## src/rtl/y86_instr_encoder.sv

```systemverilog
// Purpose : serializes one Y86-64 instruction tuple into its little-endian byte image on a byte write port.
// Latency : first byte one cycle after accept; an L-byte instruction needs L+1 cycles including the return to IDLE.
// Backpressure: wr_ready_i low freezes wr_en_o/wr_addr_o/wr_data_o; in_ready_o stays low until the image is fully written.
//
// Ports:
//   clk_i, rst_i             clock, asynchronous active-high reset
//   in_valid_i / in_ready_o  tuple handshake (icode_i, ifun_i, rA_i, rB_i, valC_i)
//   set_addr_i, addr_i       load the write address (IDLE only)
//   wr_en_o, wr_addr_o, wr_data_o, wr_ready_i   byte write port to instruction memory
//   err_o                    one-cycle pulse after a rejected tuple
//   busy_o                   high while bytes are being emitted
module y86_instr_encoder #(
  parameter logic [63:0] BASE_ADDR = 64'd0
) (
  input  logic        clk_i,
  input  logic        rst_i,
  input  logic        in_valid_i,
  output logic        in_ready_o,
  input  logic [3:0]  icode_i,
  input  logic [3:0]  ifun_i,
  input  logic [3:0]  rA_i,
  input  logic [3:0]  rB_i,
  input  logic [63:0] valC_i,
  input  logic        set_addr_i,
  input  logic [63:0] addr_i,
  output logic        wr_en_o,
  output logic [63:0] wr_addr_o,
  output logic [7:0]  wr_data_o,
  input  logic        wr_ready_i,
  output logic        err_o,
  output logic        busy_o
);

  typedef enum logic {IDLE, EMIT} state_t;

  state_t      state_q, state_d;
  logic [63:0] addr_q;
  logic [79:0] shreg_q;   // byte 0 of the image sits in [7:0]; shifted right per transfer
  logic [3:0]  len_q;
  logic [3:0]  idx_q;
  logic        err_q;

  logic [3:0]  len_c;     // 0 marks an unknown icode
  logic [3:0]  max_fun_c;
  logic        legal_c;
  logic [3:0]  ra_eff, rb_eff;
  logic [7:0]  byte0_c, spec_c;
  logic [79:0] image_c;
  logic        accept, take, xfer, last_byte;

  // Instruction length and highest legal function code per icode.
  always_comb begin
    len_c     = 4'd0;
    max_fun_c = 4'd0;
    case (icode_i)
      4'h0, 4'h1, 4'h9:        len_c = 4'd1;
      4'h2, 4'h6, 4'hA, 4'hB:  len_c = 4'd2;
      4'h7, 4'h8:              len_c = 4'd9;
      4'h3, 4'h4, 4'h5:        len_c = 4'd10;
      default:                 len_c = 4'd0;
    endcase
    case (icode_i)
      4'h2, 4'h7: max_fun_c = 4'd6;
      4'h6:       max_fun_c = 4'd3;
      default:    max_fun_c = 4'd0;
    endcase
  end

  assign legal_c = (len_c != 4'd0) && (ifun_i <= max_fun_c);

  // irmovq has no source register; push/pop have no second register.
  assign ra_eff  = (icode_i == 4'h3) ? 4'hF : rA_i;
  assign rb_eff  = ((icode_i == 4'hA) || (icode_i == 4'hB)) ? 4'hF : rB_i;
  assign byte0_c = {icode_i, ifun_i};
  assign spec_c  = {ra_eff, rb_eff};

  always_comb begin
    image_c = '0;
    case (len_c)
      4'd1:    image_c = {72'd0, byte0_c};
      4'd2:    image_c = {64'd0, spec_c, byte0_c};
      4'd9:    image_c = {8'd0, valC_i, byte0_c};
      default: image_c = {valC_i, spec_c, byte0_c};
    endcase
  end

  assign in_ready_o = (state_q == IDLE) && !set_addr_i;
  assign accept     = in_valid_i && in_ready_o;
  assign take       = accept && legal_c;
  assign xfer       = (state_q == EMIT) && wr_ready_i;
  assign last_byte  = (idx_q == (len_q - 4'd1));

  always_ff @(posedge clk_i or posedge rst_i) begin
    if (rst_i) begin
      state_q <= IDLE;
    end else begin
      state_q <= state_d;
    end
  end

  always_comb begin
    state_d = state_q;
    case (state_q)
      IDLE:    if (take) state_d = EMIT;
      EMIT:    if (xfer && last_byte) state_d = IDLE;
      default: state_d = IDLE;
    endcase
  end

  always_ff @(posedge clk_i or posedge rst_i) begin
    if (rst_i) begin
      addr_q  <= BASE_ADDR;
      shreg_q <= '0;
      len_q   <= 4'd0;
      idx_q   <= 4'd0;
      err_q   <= 1'b0;
    end else begin
      err_q <= accept && !legal_c;
      if (state_q == IDLE) begin
        // set_addr_i forces in_ready_o low, so a load and an accept never coincide.
        if (set_addr_i) addr_q <= addr_i;
        if (take) begin
          shreg_q <= image_c;
          len_q   <= len_c;
          idx_q   <= 4'd0;
        end
      end else if (xfer) begin
        shreg_q <= {8'h00, shreg_q[79:8]};
        idx_q   <= idx_q + 4'd1;
        addr_q  <= addr_q + 64'd1;   // wraps modulo 2^64
      end
    end
  end

  assign wr_en_o   = (state_q == EMIT);
  assign wr_addr_o = addr_q;
  assign wr_data_o = (state_q == EMIT) ? shreg_q[7:0] : 8'h00;
  assign busy_o    = (state_q == EMIT);
  assign err_o     = err_q;

endmodule

```

## config.mk

```make
export PLATFORM = sky130hd
export DESIGN_NAME = y86_instr_encoder
export DESIGN_NICKNAME = d
export VERILOG_FILES = /design/src/rtl/y86_instr_encoder.sv
export SDC_FILE = /design/constraint.sdc
export NUM_CORES = 1
export LEC_CHECK = 0
export CORE_MARGIN = 2
export CORE_UTILIZATION = 30
export DETAILED_ROUTE_END_ITERATION = 10
export PLACE_DENSITY_LB_ADDON = 0.1
export RECOVER_POWER = 100
export SYNTH_ARGS = -nofsm -noshare
export SYNTH_HDL_FRONTEND = slang
export SYNTH_SLANG_ARGS = --single-unit
```

## constraint.sdc

```tcl
create_clock -name clk_i -period 5.1 [get_ports clk_i]
set_input_delay 0.765 -clock clk_i [delete_from_list [all_inputs] [get_ports clk_i]]
set_output_delay 0.765 -clock clk_i [all_outputs]
set_load 0.01 [all_outputs]
```

==> Word-level counts from Yosys, hierarchy flattened <==
Memory sizes are Yosys's and may differ from the RTL's.
Index checks and enable logic that the tools add are counted.
{ "op_classes": {"eq_ne": 11, "n_mul": 0, "reduce_logical": 17, "n_addsub": 3, "div_mod_pow": 0, "shift": 0, "n_bitwise": 1, "mux": 17, "order_cmp": 1} }
{ "ops": {"columns": ["cell", "count"], "rows": [
  ["2-to-1 mux 80 bit", 3],
  ["case mux 80 bit (3 select lines)", 1],
  ["2-to-1 mux 64 bit", 3],
  ["adder 64 x 1 -> 64 bit, second input constant", 1],
  ["2-to-1 mux 4 bit", 5],
  ["== test 4 x 2 -> 1 bit, second input constant", 3],
  ["== test 4 bit, second input constant", 3],
  ["== test 4 x 3 -> 1 bit, second input constant", 2],
  ["2-to-1 mux 8 bit", 1],
  ["logical AND 1 bit", 7],
  ["case mux 3 bit (2 select lines)", 1],
  ["AND reduction 2 bit", 3],
  ["adder 4 x 1 -> 4 bit, second input constant", 1],
  ["== test 4 x 1 -> 1 bit, second input constant", 1],
  ["== test 4 bit", 1],
  ["<= comparator 4 bit", 1],
  ["nonzero test 2 bit", 2],
  ["nonzero test 4 bit", 1],
  ["subtractor 4 x 1 -> 4 bit, second input constant", 1],
  ["logical NOT 1 bit", 2],
  ["2-to-1 mux 1 bit", 2],
  ["!= test 2 x 1 -> 1 bit, second input constant", 1],
  ["case mux 1 bit (2 select lines)", 1],
  ["OR reduction 2 bit", 1],
  ["other kinds (2)", 2]
]} }
{ "totals": {"inputBits": 149, "reg_bits": 154, "mem_bits_rw": 0, "wordCells": 57, "memories": 1, "mem_bits_ro": 48, "latchBits": 0} }
{ "mem_list": {"columns": ["name", "words", "word_bits", "rd", "rd_ports_with_merged_regs", "write_ports", "line_no", "rtl"], "rows": [
  ["(name not given)", 16, 3, 1, 0, 0, "55", "case (icode_i)"]
]} }

==> Logic depth before layout (Yosys ltp) <==
{ "depth": {"ltp_word": 8, "mapped_depth": 12} }

==> Least setup slack after synthesis <==
OpenSTA, ideal clock, no wires.
{ "synth_path": {"kind": "input to register", "from": "input icode_i[2]", "to": "register shreg_q[10]", "setup_ns": 0.125, "required_time_ns": 4.975, "path_stages": 10, "t_arrival_ns": 3.111, "slack_ns": 1.864, "cell_sequence": "clkbuf_1 clkbuf_1 o21ai_0 a21o_1 ha_1 o21a_1 o21ai_1 a41oi_1 clkbuf_1 mux2_2"} }
{ "synth_between": {"elab_chain_cells": 8} }
{ "synth_rtl": {"columns": ["item", "line_no", "rtl"], "rows": [
  ["start: declaration", "19", "input logic [3:0] icode_i,"],
  ["== test 4 x 2 -> 1 bit / == test 4 x 3 -> 1 bit (equally long branches)", "62", "case (icode_i)"],
  ["OR reduction 2 bit", "62", null],
  ["case mux 3 bit (2 select lines)", "62", null],
  ["<= comparator 4 bit", "69", "assign legal_c = (len_c != 4'd0) && (ifun_i <= max_fun_c);"],
  ["logical AND 1 bit", "69", null],
  ["logical AND 1 bit", "89", "assign take = accept && legal_c;"],
  ["nonzero test 2 bit (no line)", null, null],
  ["AND reduction 2 bit (no line)", null, null],
  ["end signal: assignment", "123", "shreg_q <= image_c;"],
  ["end signal: assignment", "128", "shreg_q <= {8'h00, shreg_q[79:8]};"],
  ["end: declaration", "38", "logic [79:0] shreg_q;"]
]} }
Several ways; a longest one is shown, not always the timed one. The select of a mux whose other input is x is not followed.
A chain may end at the register's enable or synchronous reset.

==> Worst setup path after layout <==
{ "layout_path": {"from": "input wr_ready_i", "to": "register addr_q[50] (netlist: wr_addr_o[50])"} }
{ "layout_between": {"elab_chain_cells": 3} }
{ "layout_rtl": {"columns": ["item", "line_no", "rtl"], "rows": [
  ["start: declaration", "29", "input logic wr_ready_i,"],
  ["logical AND 1 bit", "90", "assign xfer = (state_q == EMIT) && wr_ready_i;"],
  ["!= test 2 x 1 -> 1 bit (no line)", null, null],
  ["AND reduction 2 bit (no line)", null, null],
  ["end signal: assignment", "121", "if (set_addr_i) addr_q <= addr_i;"],
  ["end signal: assignment", "130", "addr_q <= addr_q + 64'd1;"],
  ["end: declaration", "37", "logic [63:0] addr_q;"]
]} }
Every way passes these cells.

==> reports/qor.txt <==
status = finished, violations left
failing checks = capacitance limit, slew limit
Seq/Total Area, Yosys = 42.0%
Fillers = 3025
post-cts sizing count = 0
Max-Cap Viols = 1
PD cells = 532 mW/mm2
pre-CTS setup slack = 1.00 ns
CP required = 5.43 ns
Final Net Count = 1361
Synth area leader = dfrtp_1
M3 GR Usage = 2.94%
die area = 0.0318 mm2
Post-Synthesis Cells = 1028
Hold Vio Cnt, Final = 0
max-slew violations = 76
Die Ht = 178 um
Setup Buffers After CTS = 0
Hold WC Path Type = reg -> reg
Max Clock Freq = 235 MHz
busiest grt layer = met2
largest net degree at the start of global routing = 80
detailed placement HPWL = 22000 um
GRT Util Overall = 19.5%
GR Layer Usage met2 = 31.2%
Routed Antenna Nets = 0
input/output buffers = 224
Final Skew = 0.0209 ns
final setup violation count = 0
DRC = 0
Worst slew margin = -104%
routed wire length = 31100 um
syn_nets = 1183
CTS tree = built
asr flop ratio synth = 100%
critical path class = in -> reg
FF-to-FF path depth = 5
setup ws final = 0.852 ns
YS warnings = 0
Post-synth EDFFs = 0
share of layout cells above drive strength 1 = 5.50%
synth-to-layout area growth = 34.2%
gp weighted congestion = 0.804
post-DR vias/cell = 5.38
startpoint types = input pin
core area = 0.0298 mm2
Initial Util = 30.6%
Leak = 4.70 nW
RSZ-0062 raised after global routing = no
Worst Path Max Fanout = 10
1st-iter DRT viols = 490
Setup Total Neg Slack = 0 ns
Crit. End Element = flip-flop
Final period util = 83.3%
area of the mapped netlist = 0.00913 mm2
crit path from = wr_ready_i
Yosys reg bits = 153
CTS Buffer Depth = 2
peak supply drop = 0.000238 V
number of global-route vias before repair = 8474
global-route wire length before repair = 48600 um
met1 usage = 27.5%
Yosys top cell area share = 42.0%
worst min-delay path startpoint = shreg_q[52]$_DFFE_PP0P_
reg-to-reg startpoint = busy_o$_DFF_PP0_
Clock Pin Slew Worst Setup and Hold Paths = 0.06 ns
row count = 63
grt ovf = 0
drt pass-1 iters = 5
Synth cell types = 57
transition time of the tightest slew-check pin = 3.06 ns
root buffer cell = clkbuf_16
CTS H-Tree Depth = 4
Die X = 178 um
initial antenna violation count = 1
CTS buffer count = 17
Final Non-Filler Cells = 1611
Tmin final = 4.25 ns
Hold Path Stages = 2
# IOs = 225
Wirelength per Cell = 19.3 um
clk_lat worst skew = 0.43 ns
Util after Layout = 41.1%
most area-consuming cells after synthesis = dfrtp_1 (42%), a221oi_1 (6.0%), nand2_1 (5.1%), o31ai_1 (4.8%), nor2_1 (4.4%)
prevailing post-synth register cell = dfrtp_1
Worst Path Arrival = 4.58 ns
Hold Buf Count CTS = 0
DR vias = 8672
Post-Syn Area per Cell = 8.88 um2
clock sink count = 153
Inst Count DP = 1577
sequential cells by signal (all words and copies together) (netlist names):
name       cells
err_o          1
shreg_q       80
idx_q          4
busy_o         1
len_q          3
wr_addr_o     64
metrics by stage:
step	power, mW	hold WS [ns]	instance area (um2)
after global routing	7.04	0.503	12200
after global placement	5.35	0.459	11700
final	6.52	0.476	12200
after detailed placement	5.39	0.466	11700
after floorplan	4.08	0.441	9130
after CTS	6.70	0.482	12300
cells in the final DEF, fill, tap and decap left out, types with 3 or more instances in the layout:
cell             instances
xnor2_1                 28
a311oi_1                 8
dlygate4sd3_1           70
and4_1                  12
clkbuf_1                 4
nor3_1                  20
and3_1                  10
clkinvlp_4               6
o31ai_1                 57
clkdlybuf4s50_1        153
nor2_1                 106
nand2_1                125
and2_0                   8
a22o_1                   8
o21ai_0                 30
o22ai_1                  5
mux2i_1                 16
xor2_1                  17
nor4_1                   7
a21oi_1                 52
nand3b_1                 4
inv_1                   12
a221oi_1                62
a31oi_1                  5
nand4_1                 24
clkbuf_16               17
a211oi_1                45
nor2b_1                 40
ha_1                     6
o221ai_1                 4
buf_4                   13
a21o_1                   3
dfrtp_1                152
mux2_2                   7
nand3_1                 29
nand2b_1                 4
a22oi_1                  4
and2_1                   4
o211ai_1                 3
cell type report:
cell class	instances	area (um2)	area share [%]
antenna	2	5.00	0.0409
inverter	13	48.8	0.398
tap	390	488	3.98
clock buffer	20	457	3.73
sequential	153	3830	31.3
timing repair buffer	242	2390	19.5
multi-input combinational	779	4890	39.9
clock inverter	12	140	1.14
final timing paths:
kind | slack (ns) | to
setup / recovery | 0.85 | wr_addr_o[50]$_DFFE_PP0P_
hold reg to reg | 0.48 | shreg_q[52]$_DFFE_PP0P_
max in group asynchronous | 1.33 | shreg_q[76]$_DFFE_PP0P_
min in group asynchronous | 1.90 | wr_addr_o[3]$_DFFE_PP0P_
setup reg to reg | 1.54 | wr_addr_o[50]$_DFFE_PP0P_
hold / removal | 0.48 | shreg_q[52]$_DFFE_PP0P_
critical path, stage by stage:
cell and delay [ns]:
dlygate4sd3_1 0.75, clkbuf_1 0.44, and2_0 0.56, and3_1 0.39, nor3b_1 1.14, a311oi_1 0.25, a211oi_1 0.27
cell usage after synthesis (2+ instances only):
library cell  instances
nand4_1              22
mux2_2                7
and4_1               12
a221oi_1             62
nand2_1             125
o221ai_1              4
or3_1                 2
inv_1                13
a311oi_1              8
a22oi_1               4
buf_2                10
nand4_2               4
nand2b_1              4
nand3b_1              4
nand3_1              29
ha_1                  6
and3_1               10
o31ai_1              58
o22ai_1               5
mux2i_1              16
xnor2_1              28
nor2_1              106
dfrtp_1             153
o32ai_1               2
nor4_2                6
xor2_1               17
a21oi_1              52
clkbuf_1             68
nor2b_1              40
a21o_1                3
buf_4                 2
a31o_2                2
buf_1                 3
o21ai_0              29
nor3_1               19
nor4_1                3
and2_1               12
a221o_1               2
a211oi_1             45
o211ai_1              3
a31oi_1               5
a22o_1                8
power by group:
part	internal, mW	switching [mW]
sequential	1.75	0.672
clock	0.752	0.545
combinational	1.33	1.46
metal layers:
metal | wire length (um) | part of all wire (%) | vias to the layer above
li1 | - | - | 4188
met1 | 14400 | 46 | 4219
met2 | 14600 | 47 | 238
met3 | 1590 | 5.1 | 27
met4 | 547 | 1.8 | 0
met5 | 0 | 0 | -
cells by family (layout without fill, tap and decap cells):
group                    Yosys count  in the layout  synth area share, %
AO/OA/AOI/OAI                    300            300                 23.7
XOR/XNOR                          45             45                 4.32
buffers and inverters             96            287                 4.17
other                              0              2                    0
AND/OR/NAND/NOR                  405            405                 22.5
flip-flops                       153            153                 42.0
multiplexers                      23             23                 2.62
adder cells (fa/ha/maj)            6              6                0.823
Power figures use the tool's default switching activity.
